`src/rtl/branch_resolve_queue_if.sv`:
```
// Fetch/execute-facing bundle of the branch resolve queue: push side, resolve side, predictor update
// and redirect. The stat_* counters exist only when BRQ_STATS_EN is defined.
interface branch_resolve_queue_if #(
  parameter int W_BRID = 2,
  parameter int W_ADDR = 32,
  parameter int W_PTR  = 2
);
  logic              push_v_i;
  logic              push_pred_i;
  logic [W_BRID-1:0] push_pred_id_i;
  logic [W_ADDR-1:0] push_pc_i;
  logic              full_o;
  logic              empty_o;
  logic [W_PTR:0]    count_o;
  logic              res_v_i;
  logic              res_taken_i;
  logic [W_ADDR-1:0] res_target_i;
  logic              upd_v_o;
  logic              upd_branch_o;
  logic [W_BRID-1:0] upd_branch_id_o;
  logic              flush_o;
  logic [W_ADDR-1:0] redirect_pc_o;
`ifdef BRQ_STATS_EN
  logic [31:0]       stat_res_o;
  logic [31:0]       stat_miss_o;
`endif

  modport slave (
    input  push_v_i, push_pred_i, push_pred_id_i, push_pc_i,
    input  res_v_i, res_taken_i, res_target_i,
    output full_o, empty_o, count_o,
    output upd_v_o, upd_branch_o, upd_branch_id_o, flush_o, redirect_pc_o
`ifdef BRQ_STATS_EN
    , output stat_res_o, stat_miss_o
`endif
  );

  modport master (
    output push_v_i, push_pred_i, push_pred_id_i, push_pc_i,
    output res_v_i, res_taken_i, res_target_i,
    input  full_o, empty_o, count_o,
    input  upd_v_o, upd_branch_o, upd_branch_id_o, flush_o, redirect_pc_o
`ifdef BRQ_STATS_EN
    , input stat_res_o, stat_miss_o
`endif
  );
endinterface

```
`src/rtl/branch_resolve_queue.sv`:
```
// In-order queue of in-flight branch predictions; pops on resolve, updates the predictor and
// flushes/redirects fetch on mispredict. Define BRQ_STATS_EN to add pop/mispredict counters.
module branch_resolve_queue #(
  parameter int W_BRID = 2,
  parameter int W_ADDR = 32,
  parameter int DEPTH  = 4,
  parameter int W_PTR  = 2
) (
  input  logic                  clk,
  input  logic                  reset,
  branch_resolve_queue_if.slave brq
);
  typedef struct packed {
    logic              pred;
    logic [W_BRID-1:0] pred_id;
    logic [W_ADDR-1:0] pc;
  } entry_t;

  localparam logic [W_PTR:0] DEPTH_C = (W_PTR+1)'(DEPTH);

  entry_t            mem_q [DEPTH];
  entry_t            head;
  logic [W_PTR-1:0]  rd_ptr_q, rd_ptr_d, wr_ptr_q, wr_ptr_d;
  logic [W_PTR:0]    count_q, count_d;
  logic              full, empty, pop, push, mispredict;
  logic              upd_v_q, upd_v_d, upd_branch_q, upd_branch_d, flush_q, flush_d;
  logic [W_BRID-1:0] upd_branch_id_q, upd_branch_id_d;
  logic [W_ADDR-1:0] redirect_pc_q, redirect_pc_d;

  always_comb begin
    head       = mem_q[rd_ptr_q];
    full       = (count_q == DEPTH_C);
    empty      = (count_q == '0);
    pop        = brq.res_v_i & ~empty;
    mispredict = pop & (brq.res_taken_i != head.pred);
    // A mispredicting resolve means anything fetched this cycle is wrong-path.
    push       = brq.push_v_i & ~full & ~mispredict;
  end

  always_comb begin
    rd_ptr_d        = rd_ptr_q;
    wr_ptr_d        = wr_ptr_q;
    count_d         = count_q;
    upd_v_d         = pop;
    upd_branch_d    = upd_branch_q;
    upd_branch_id_d = upd_branch_id_q;
    flush_d         = mispredict;
    redirect_pc_d   = redirect_pc_q;
    if (pop) begin
      upd_branch_d    = brq.res_taken_i;
      upd_branch_id_d = head.pred_id;
    end
    if (mispredict) begin
      rd_ptr_d      = wr_ptr_q;
      count_d       = '0;
      redirect_pc_d = brq.res_taken_i ? brq.res_target_i : head.pc;
    end else begin
      rd_ptr_d = rd_ptr_q + W_PTR'(pop);
      wr_ptr_d = wr_ptr_q + W_PTR'(push);
      count_d  = count_q + (W_PTR+1)'(push) - (W_PTR+1)'(pop);
    end
  end

  always_ff @(posedge clk or posedge reset) begin
    if (reset) begin
      rd_ptr_q        <= '0;
      wr_ptr_q        <= '0;
      count_q         <= '0;
      upd_v_q         <= 1'b0;
      upd_branch_q    <= 1'b0;
      upd_branch_id_q <= '0;
      flush_q         <= 1'b0;
      redirect_pc_q   <= '0;
    end else begin
      rd_ptr_q        <= rd_ptr_d;
      wr_ptr_q        <= wr_ptr_d;
      count_q         <= count_d;
      upd_v_q         <= upd_v_d;
      upd_branch_q    <= upd_branch_d;
      upd_branch_id_q <= upd_branch_id_d;
      flush_q         <= flush_d;
      redirect_pc_q   <= redirect_pc_d;
    end
  end

  // Entry storage carries no reset; pointers and count define what is valid.
  always_ff @(posedge clk) begin
    if (push) begin
      mem_q[wr_ptr_q] <= '{pred: brq.push_pred_i, pred_id: brq.push_pred_id_i, pc: brq.push_pc_i};
    end
  end

  assign brq.full_o          = full;
  assign brq.empty_o         = empty;
  assign brq.count_o         = count_q;
  assign brq.upd_v_o         = upd_v_q;
  assign brq.upd_branch_o    = upd_branch_q;
  assign brq.upd_branch_id_o = upd_branch_id_q;
  assign brq.flush_o         = flush_q;
  assign brq.redirect_pc_o   = redirect_pc_q;

`ifdef BRQ_STATS_EN
  logic [31:0] stat_res_q, stat_res_d, stat_miss_q, stat_miss_d;

  always_comb begin
    stat_res_d  = stat_res_q + 32'(pop);
    stat_miss_d = stat_miss_q + 32'(mispredict);
  end

  always_ff @(posedge clk or posedge reset) begin
    if (reset) begin
      stat_res_q  <= '0;
      stat_miss_q <= '0;
    end else begin
      stat_res_q  <= stat_res_d;
      stat_miss_q <= stat_miss_d;
    end
  end

  assign brq.stat_res_o  = stat_res_q;
  assign brq.stat_miss_o = stat_miss_q;
`endif
endmodule

```
`src/flat_wrapper.sv`:
```
// flat-port wrapper written by rule: the top's interface ports become plain ports
module branch_resolve_queue_flat 
#(
  parameter int W_BRID = 2,
  parameter int W_ADDR = 32,
  parameter int DEPTH  = 4,
  parameter int W_PTR  = 2
)
  (clk, reset, brq_push_v_i, brq_push_pred_i, brq_push_pred_id_i, brq_push_pc_i, brq_res_v_i, brq_res_taken_i, brq_res_target_i, brq_full_o, brq_empty_o, brq_count_o, brq_upd_v_o, brq_upd_branch_o, brq_upd_branch_id_o, brq_flush_o, brq_redirect_pc_o);
  branch_resolve_queue_if #(.W_BRID(W_BRID), .W_ADDR(W_ADDR), .W_PTR(W_PTR)) brq_i ();
  input  logic clk;
  input  logic reset;
  input wire logic [$bits(brq_i.push_v_i)-1:0] brq_push_v_i;
  input wire logic [$bits(brq_i.push_pred_i)-1:0] brq_push_pred_i;
  input wire logic [$bits(brq_i.push_pred_id_i)-1:0] brq_push_pred_id_i;
  input wire logic [$bits(brq_i.push_pc_i)-1:0] brq_push_pc_i;
  input wire logic [$bits(brq_i.res_v_i)-1:0] brq_res_v_i;
  input wire logic [$bits(brq_i.res_taken_i)-1:0] brq_res_taken_i;
  input wire logic [$bits(brq_i.res_target_i)-1:0] brq_res_target_i;
  output wire logic [$bits(brq_i.full_o)-1:0] brq_full_o;
  output wire logic [$bits(brq_i.empty_o)-1:0] brq_empty_o;
  output wire logic [$bits(brq_i.count_o)-1:0] brq_count_o;
  output wire logic [$bits(brq_i.upd_v_o)-1:0] brq_upd_v_o;
  output wire logic [$bits(brq_i.upd_branch_o)-1:0] brq_upd_branch_o;
  output wire logic [$bits(brq_i.upd_branch_id_o)-1:0] brq_upd_branch_id_o;
  output wire logic [$bits(brq_i.flush_o)-1:0] brq_flush_o;
  output wire logic [$bits(brq_i.redirect_pc_o)-1:0] brq_redirect_pc_o;
  assign brq_i.push_v_i = brq_push_v_i;
  assign brq_i.push_pred_i = brq_push_pred_i;
  assign brq_i.push_pred_id_i = brq_push_pred_id_i;
  assign brq_i.push_pc_i = brq_push_pc_i;
  assign brq_i.res_v_i = brq_res_v_i;
  assign brq_i.res_taken_i = brq_res_taken_i;
  assign brq_i.res_target_i = brq_res_target_i;
  assign brq_full_o = brq_i.full_o;
  assign brq_empty_o = brq_i.empty_o;
  assign brq_count_o = brq_i.count_o;
  assign brq_upd_v_o = brq_i.upd_v_o;
  assign brq_upd_branch_o = brq_i.upd_branch_o;
  assign brq_upd_branch_id_o = brq_i.upd_branch_id_o;
  assign brq_flush_o = brq_i.flush_o;
  assign brq_redirect_pc_o = brq_i.redirect_pc_o;
  branch_resolve_queue #(.W_BRID(W_BRID), .W_ADDR(W_ADDR), .DEPTH(DEPTH), .W_PTR(W_PTR)) u_core (.clk(clk), .reset(reset), .brq(brq_i));
endmodule
```
`config.mk`:
```
export PLATFORM = sky130hd
export DESIGN_NAME = branch_resolve_queue_flat
export DESIGN_NICKNAME = d
export VERILOG_FILES = /design/src/rtl/branch_resolve_queue_if.sv /design/src/rtl/branch_resolve_queue.sv /design/src/flat_wrapper.sv
export SDC_FILE = /design/constraint.sdc
export NUM_CORES = 1
export LEC_CHECK = 0
export CORE_AREA = 2 2 133 135
export DETAILED_ROUTE_END_ITERATION = 8
export DIE_AREA = 0 0 135 137
export MAX_ROUTING_LAYER = met4
export PLACE_DENSITY_LB_ADDON = 0.12
export SYNTH_ARGS = -nofsm -noshare
export SYNTH_HDL_FRONTEND = slang
export SYNTH_SLANG_ARGS = --single-unit
```
`constraint.sdc`:
```
create_clock -name clk -period 5 [get_ports clk]
set_input_delay 1 -clock clk [delete_from_list [all_inputs] [get_ports clk]]
set_output_delay 1 -clock clk [all_outputs]
set_load 0.02 [all_outputs]
```
Yosys cells after proc, flatten, opt, wreduce, memory -nomap -nowiden
Memory sizes are Yosys's and may differ from the RTL's.
Cells that the tools add are included.
Word-level totals
  memory bits (writable): 140
  memories kept: 1
  register bits: 44
  output and inout bits: 42
  word-level logic and storage cells: 28
Cells by class
  muxes and demuxes: 5
  reduce and logical (&&, ||, !) cells: 1
  bitwise gates (word level): 7
  equality and inequality tests: 2
  add/sub/neg operators: 4
Memories
  u_core.mem_q: words 4, bits a word 35, read ports 1, clocked after Yosys merged registers in 0, write ports 1, line branch_resolve_queue.sv:21  | entry_t mem_q [DEPTH];
Operators with widths (number)
  $mux 32: 1
  $add 2x1->2: 2
  $and 1x1->1: 4
  $add 3x1->3: 1
  $eq 3x3->1 const B: 1
  $logic_not 3->1: 1
  $mux 3: 1
  $not 1->1: 3
  $sub 3x1->3: 1
  $mux 1: 2
  $mux 2: 1
  $ne 1x1->1: 1

Depth between registers and ports, before layout
  word-level depth: 9
  depth in mapped cells: 11
  gate-level depth less buffers: 10

Worst setup path after synthesis
OpenSTA, ideal clock, no wires.
  path kind: input port to flip-flop
  start: input port brq_res_v_i
  end: memory u_core.mem_q[2][0] (netlist bit) (enable)
  required time: 4522 ps
  data arrival time: 4236 ps
  buffers on the path: 1
  slack: 286 ps
  cell stages on the path: 4
  path through: o31ai_2 clkbuf_1 o21ai_1 nor3b_1
Between the ends
  cells in the longest elaborated chain, start to end: 6
RTL lines
  start, declared: line flat_wrapper.sv:17  | input wire logic [$bits(brq_i.res_v_i)-1:0] brq_res_v_i;
  $and 1x1->1: line branch_resolve_queue.sv:34  | pop = brq.res_v_i & ~empty;
  $and 1x1->1: line branch_resolve_queue.sv:35  | mispredict = pop & (brq.res_taken_i != head.pred);
  $not 1->1: line branch_resolve_queue.sv:37  | push = brq.push_v_i & ~full & ~mispredict;
  $and 1x1->1: line branch_resolve_queue.sv:37
  $mux 1: line branch_resolve_queue.sv:88  | if (push) begin
  $mux 1 (implied by the code): line branch_resolve_queue.sv:89  | mem_q[wr_ptr_q] <= '{pred: brq.push_pred_i, pred_id: brq.push_pred_id_i, pc: brq.push_pc_i};
  end, declared: line branch_resolve_queue.sv:21
No other way between the ends.

Worst setup path in the final report
  start: register u_core.rd_ptr_q[1]
  end: register u_core.count_q[2], in the netlist u_core.brq.count_o[2]
Between the ends
  cells in the longest elaborated chain, start to end: 8
RTL lines
  start, declared: line branch_resolve_queue.sv:23  | logic [W_PTR-1:0] rd_ptr_q, rd_ptr_d, wr_ptr_q, wr_ptr_d;
  start signal, assigned: line branch_resolve_queue.sv:75  | rd_ptr_q <= rd_ptr_d;
  $mem_v2 4x35 *
  $ne 1x1->1 *: line branch_resolve_queue.sv:35
  $and 1x1->1 *: line branch_resolve_queue.sv:35
  $not 1->1: line branch_resolve_queue.sv:37
  $and 1x1->1: line branch_resolve_queue.sv:37
  $add 3x1->3: line branch_resolve_queue.sv:60  | count_d = count_q + (W_PTR+1)'(push) - (W_PTR+1)'(pop);
  $sub 3x1->3: line branch_resolve_queue.sv:60
  $mux 3 *: line branch_resolve_queue.sv:53  | if (mispredict) begin
  via u_core.count_d[2]: line branch_resolve_queue.sv:24  | logic [W_PTR:0] count_q, count_d;
  end signal, assigned: line branch_resolve_queue.sv:77  | count_q <= count_d;
  end, declared: line branch_resolve_queue.sv:24
The timed path passes the listed nets; every way through them passes the cells marked *.
A chain may end at the register's enable or synchronous reset.

==> impl_metrics.env <==
export IMPL_core_region_area_um2=17060
export IMPL_max_slew_margin_pct=16.08
export IMPL_fin_crit_sh_pct=67.63
export IMPL_grt_max_degree=47
export IMPL_tightest_slew_ns=1.252
export IMPL_worstPathArrival_ns=3.67
export IMPL_status="finished, final reports clean"
export IMPL_power_density_nw_per_um2=609.5
export IMPL_crit_top_cell="inv_1"
export IMPL_post_dp_cell_area_um2=8891
export IMPL_clkSlewWorstSetupHoldPaths_ns=0.07
export IMPL_critPathMaxFanout=37
export IMPL_rsz0062_at_grt="no"
export IMPL_htreeDepth=4
export IMPL_syn_to_final_growth_pct=25.83
export IMPL_wl_met2_mm=7.846
export IMPL_grt_pass1_vias=4623
export IMPL_path_class="reg -> reg"
export IMPL_tns_ns=0
export IMPL_reg2reg_depth=11
export IMPL_firstDrtPassIters=8
export IMPL_cts_num_sinks=184
export IMPL_crit_required_ns=5.29
export IMPL_syn_area_per_cell_um2=16.42
export IMPL_cp_cell_sequence="buf_4 > mux4_2 > xnor2_2 > o21ai_1 > inv_1 > ha_1 > inv_1 > fa_1 > xor2_1 > xnor2_1 > nor2_1"
export IMPL_cp_start_kind="flop"
export IMPL_hold_depth=2
export IMPL_die_h_um=137
export IMPL_drc_errors=0
export IMPL_hold_viol=0
export IMPL_async_flop_share_pct=23.91
export IMPL_max_freq_ghz=0.2957
export IMPL_dp_cells=775
export IMPL_die_x_um=135
export IMPL_grt_pass1_wl_mm=25.45
export IMPL_synth_edff_count=140
export IMPL_hold_class="reg -> reg"
export IMPL_critPathCaptureType="flop"
export IMPL_cts_setup_buffers=0
export IMPL_synth_commonest_cells="140 x edfxtp_1, 44 x dfrtp_1, 35 x mux4_2"
export IMPL_top_layer_used="met4"
export IMPL_yosys_warnings=0
export IMPL_cap_viol_max_count=0
export IMPL_cts_tree="built"
export IMPL_grt_overflow=0
export IMPL_drive_gt1_share_pct=15.46
export IMPL_hp_start="u_core.brq.upd_branch_o$_DFFE_PP0P_"
export IMPL_fillers=1376
export IMPL_clock_latency_ns=0.42
export IMPL_dieArea_um2=18500
export IMPL_ys_seq_area_share_pct=70.39
export IMPL_stdcell_count=807
export IMPL_setup_violations=0
export IMPL_skew_ns=0.01142
export IMPL_dpl_hpwl_mm=9.907
export IMPL_synthTopCellsByArea="edfxtp_1 56%, dfrtp_1 15%, mux4_2 10%"
export IMPL_synth_cells=459
export IMPL_layout_min_cycle_time_ns=3.381
export IMPL_final_design_area_no_fill_um2=9484
export IMPL_netlist_area_um2=7537
export IMPL_synth_net_count=536
export IMPL_nets=646
export IMPL_ys_seq_elements=184
export IMPL_globalplace_congestion=0.8387
export IMPL_dr_wl_met3_um=750
export IMPL_yosysTopAreaCellShare_pct=55.78
export IMPL_r2r_end="u_core.brq.count_o[2]$_DFF_PP0_"
export IMPL_antenna_cells=0
export IMPL_multiInputGateArea_um2=2014
export IMPL_synth_distinct_cells=34
export IMPL_holdBufCountCts=0
export IMPL_synth_area_leader_cell="edfxtp_1"
export IMPL_rows=48
export IMPL_totalWireLength_mm=15.85
export IMPL_r2r_start="u_core.rd_ptr_q[1]$_DFF_PP0_"
export IMPL_rrSetupSlack_ns=1.62
export IMPL_cts_buffer_depth=2
export IMPL_antenna_found_initial=0
export IMPL_slowest_delay_ns=0.70
export IMPL_drtIter0Drc=312
export IMPL_io_buffers=113
export IMPL_leakagePower_nw=3.284
export IMPL_peakVddDrop_mv=0.3306
export IMPL_via_count=4392
export IMPL_routedLengthMet1_mm=7.045
export IMPL_post_drt_wl_per_cell_um=19.64
export IMPL_cp_slowest_cell="mux4_2"
export IMPL_clockRootBuffer="clkbuf_16"
export IMPL_synth_most_common_cell="edfxtp_1"
export IMPL_pin_count=114
export IMPL_synth_flop_cell="edfxtp_1"
export IMPL_timing_final_max_slew_violations=0
export IMPL_start_util_pct=44.19
export IMPL_drtAntennaViolNets=0
export IMPL_regArea_um2=5308
export IMPL_numCtsBuffers=17
export IMPL_worstHoldEndpoint="u_core.brq.upd_branch_o$_DFFE_PP0P_"
export IMPL_grt_total_usage_pct=18.88
export IMPL_crit_path_start="u_core.rd_ptr_q[1]$_DFF_PP0_"
export IMPL_cts_resized=0
export IMPL_via_per_inst=5.442
==> critical path: cells and delay by family (launching register included) <==
kind,cells,cell delay (ns)
AO/OA/AOI/OAI,1,0.51
XOR/XNOR,3,0.58
adder cells (fa/ha/maj),2,0.39
buffers and inverters,3,0.66
flip-flops,1,0.34
multiplexers,1,0.70
AND/OR/NAND/NOR,1,0.05
==> per-layer routing <==
metal  GRT usage [%]  vias up
li1                -     2029
met1           25.14     2229
met2           29.55      119
met5               -        -
met3           3.667       15
met4           6.366        0
==> logic make-up after synthesis <==
logic type / Yosys count / share of synthesized area [%]
adders and majority gates: 5 / 0.9297
and+or+nand+nor: 87 / 6.225
AOI/OAI and AO/OA: 81 / 7.105
xor gates and xnor gates: 5 / 0.6808
muxes: 41 / 11.37
buffers and inverters: 56 / 3.303
DFF: 184 / 70.39
==> power breakdown <==
group | internal, mW | switching, mW | total (mW) | leakage [nW]
Sequential | 2.08 | 0.215 | 2.30 | 1.79
Combinational | 0.989 | 1.18 | 2.17 | 1.19
Clock | 0.775 | 0.538 | 1.31 | 0.299
Total | 3.85 | 1.94 | 5.78 | 3.28
==> worst max-delay path by stage <==
stage | end | cells past startpoint
6_report | u_core.brq.count_o[2]$_DFF_PP0_ | 11
5_1_grt | u_core.brq.count_o[2]$_DFF_PP0_ | 11
4_1_cts | u_core.mem_q[3][32]$_DFFE_PP_ | 6
3_5_place_dp | u_core.brq.count_o[2]$_DFF_PP0_ | 11
3_3_place_gp | u_core.mem_q[3][2]$_DFFE_PP_ | 6
2_1_floorplan | u_core.mem_q[2][0]$_DFFE_PP_ | 4
==> cell type report <==
type | count | share of cell area [%]
sequential | 184 | 55.96
multi-input combinational | 219 | 21.24
timing repair buffer | 122 | 12.59
clock buffer | 23 | 5.383
tap | 225 | 2.968
inverter | 25 | 0.9894
clock inverter | 9 | 0.8707
==> stage by stage <==
stage | setup WS, ns | util (%) | hold slack, ns | total power, mW
after floorplan | 0.2860 | - | 0.5140 | 3.737
after global placement | 1.677 | 52.13 | 0.5069 | 4.495
after detailed placement | 1.606 | 52.13 | 0.5115 | 4.532
after CTS | 1.602 | 55.60 | 0.5279 | 5.851
after global routing | 1.424 | 55.60 | 0.5566 | 6.136
final | 1.619 | 55.60 | 0.5220 | 5.781
==> placed cells by master (no fill, tap or decap), drive strengths merged, types with 10 or more instances in the layout <==
cell type | Yosys | final
edfxtp | 140 | 140
clkdlybuf4s50 | 0 | 112
dfrtp | 44 | 44
mux4 | 35 | 35
o21ai | 34 | 34
or3 | 32 | 32
inv | 24 | 29
nor2 | 23 | 23
clkbuf | 19 | 23
a221oi | 19 | 19
o22ai | 13 | 13
nor4 | 13 | 13
a211oi | 13 | 13
nand2 | 10 | 10
buf | 12 | 10
==> flip-flops by register name (all words and copies together), names as in the netlist <==
name,count
u_core.brq.upd_branch_id_o,2
u_core.mem_q,140
u_core.rd_ptr_q,2
u_core.brq.count_o,3
u_core.brq.upd_v_o,1
u_core.wr_ptr_q,2
u_core.brq.flush_o,1
u_core.brq.upd_branch_o,1
u_core.brq.redirect_pc_o,32
No activity file was read; power rests on OpenSTA's default activity.
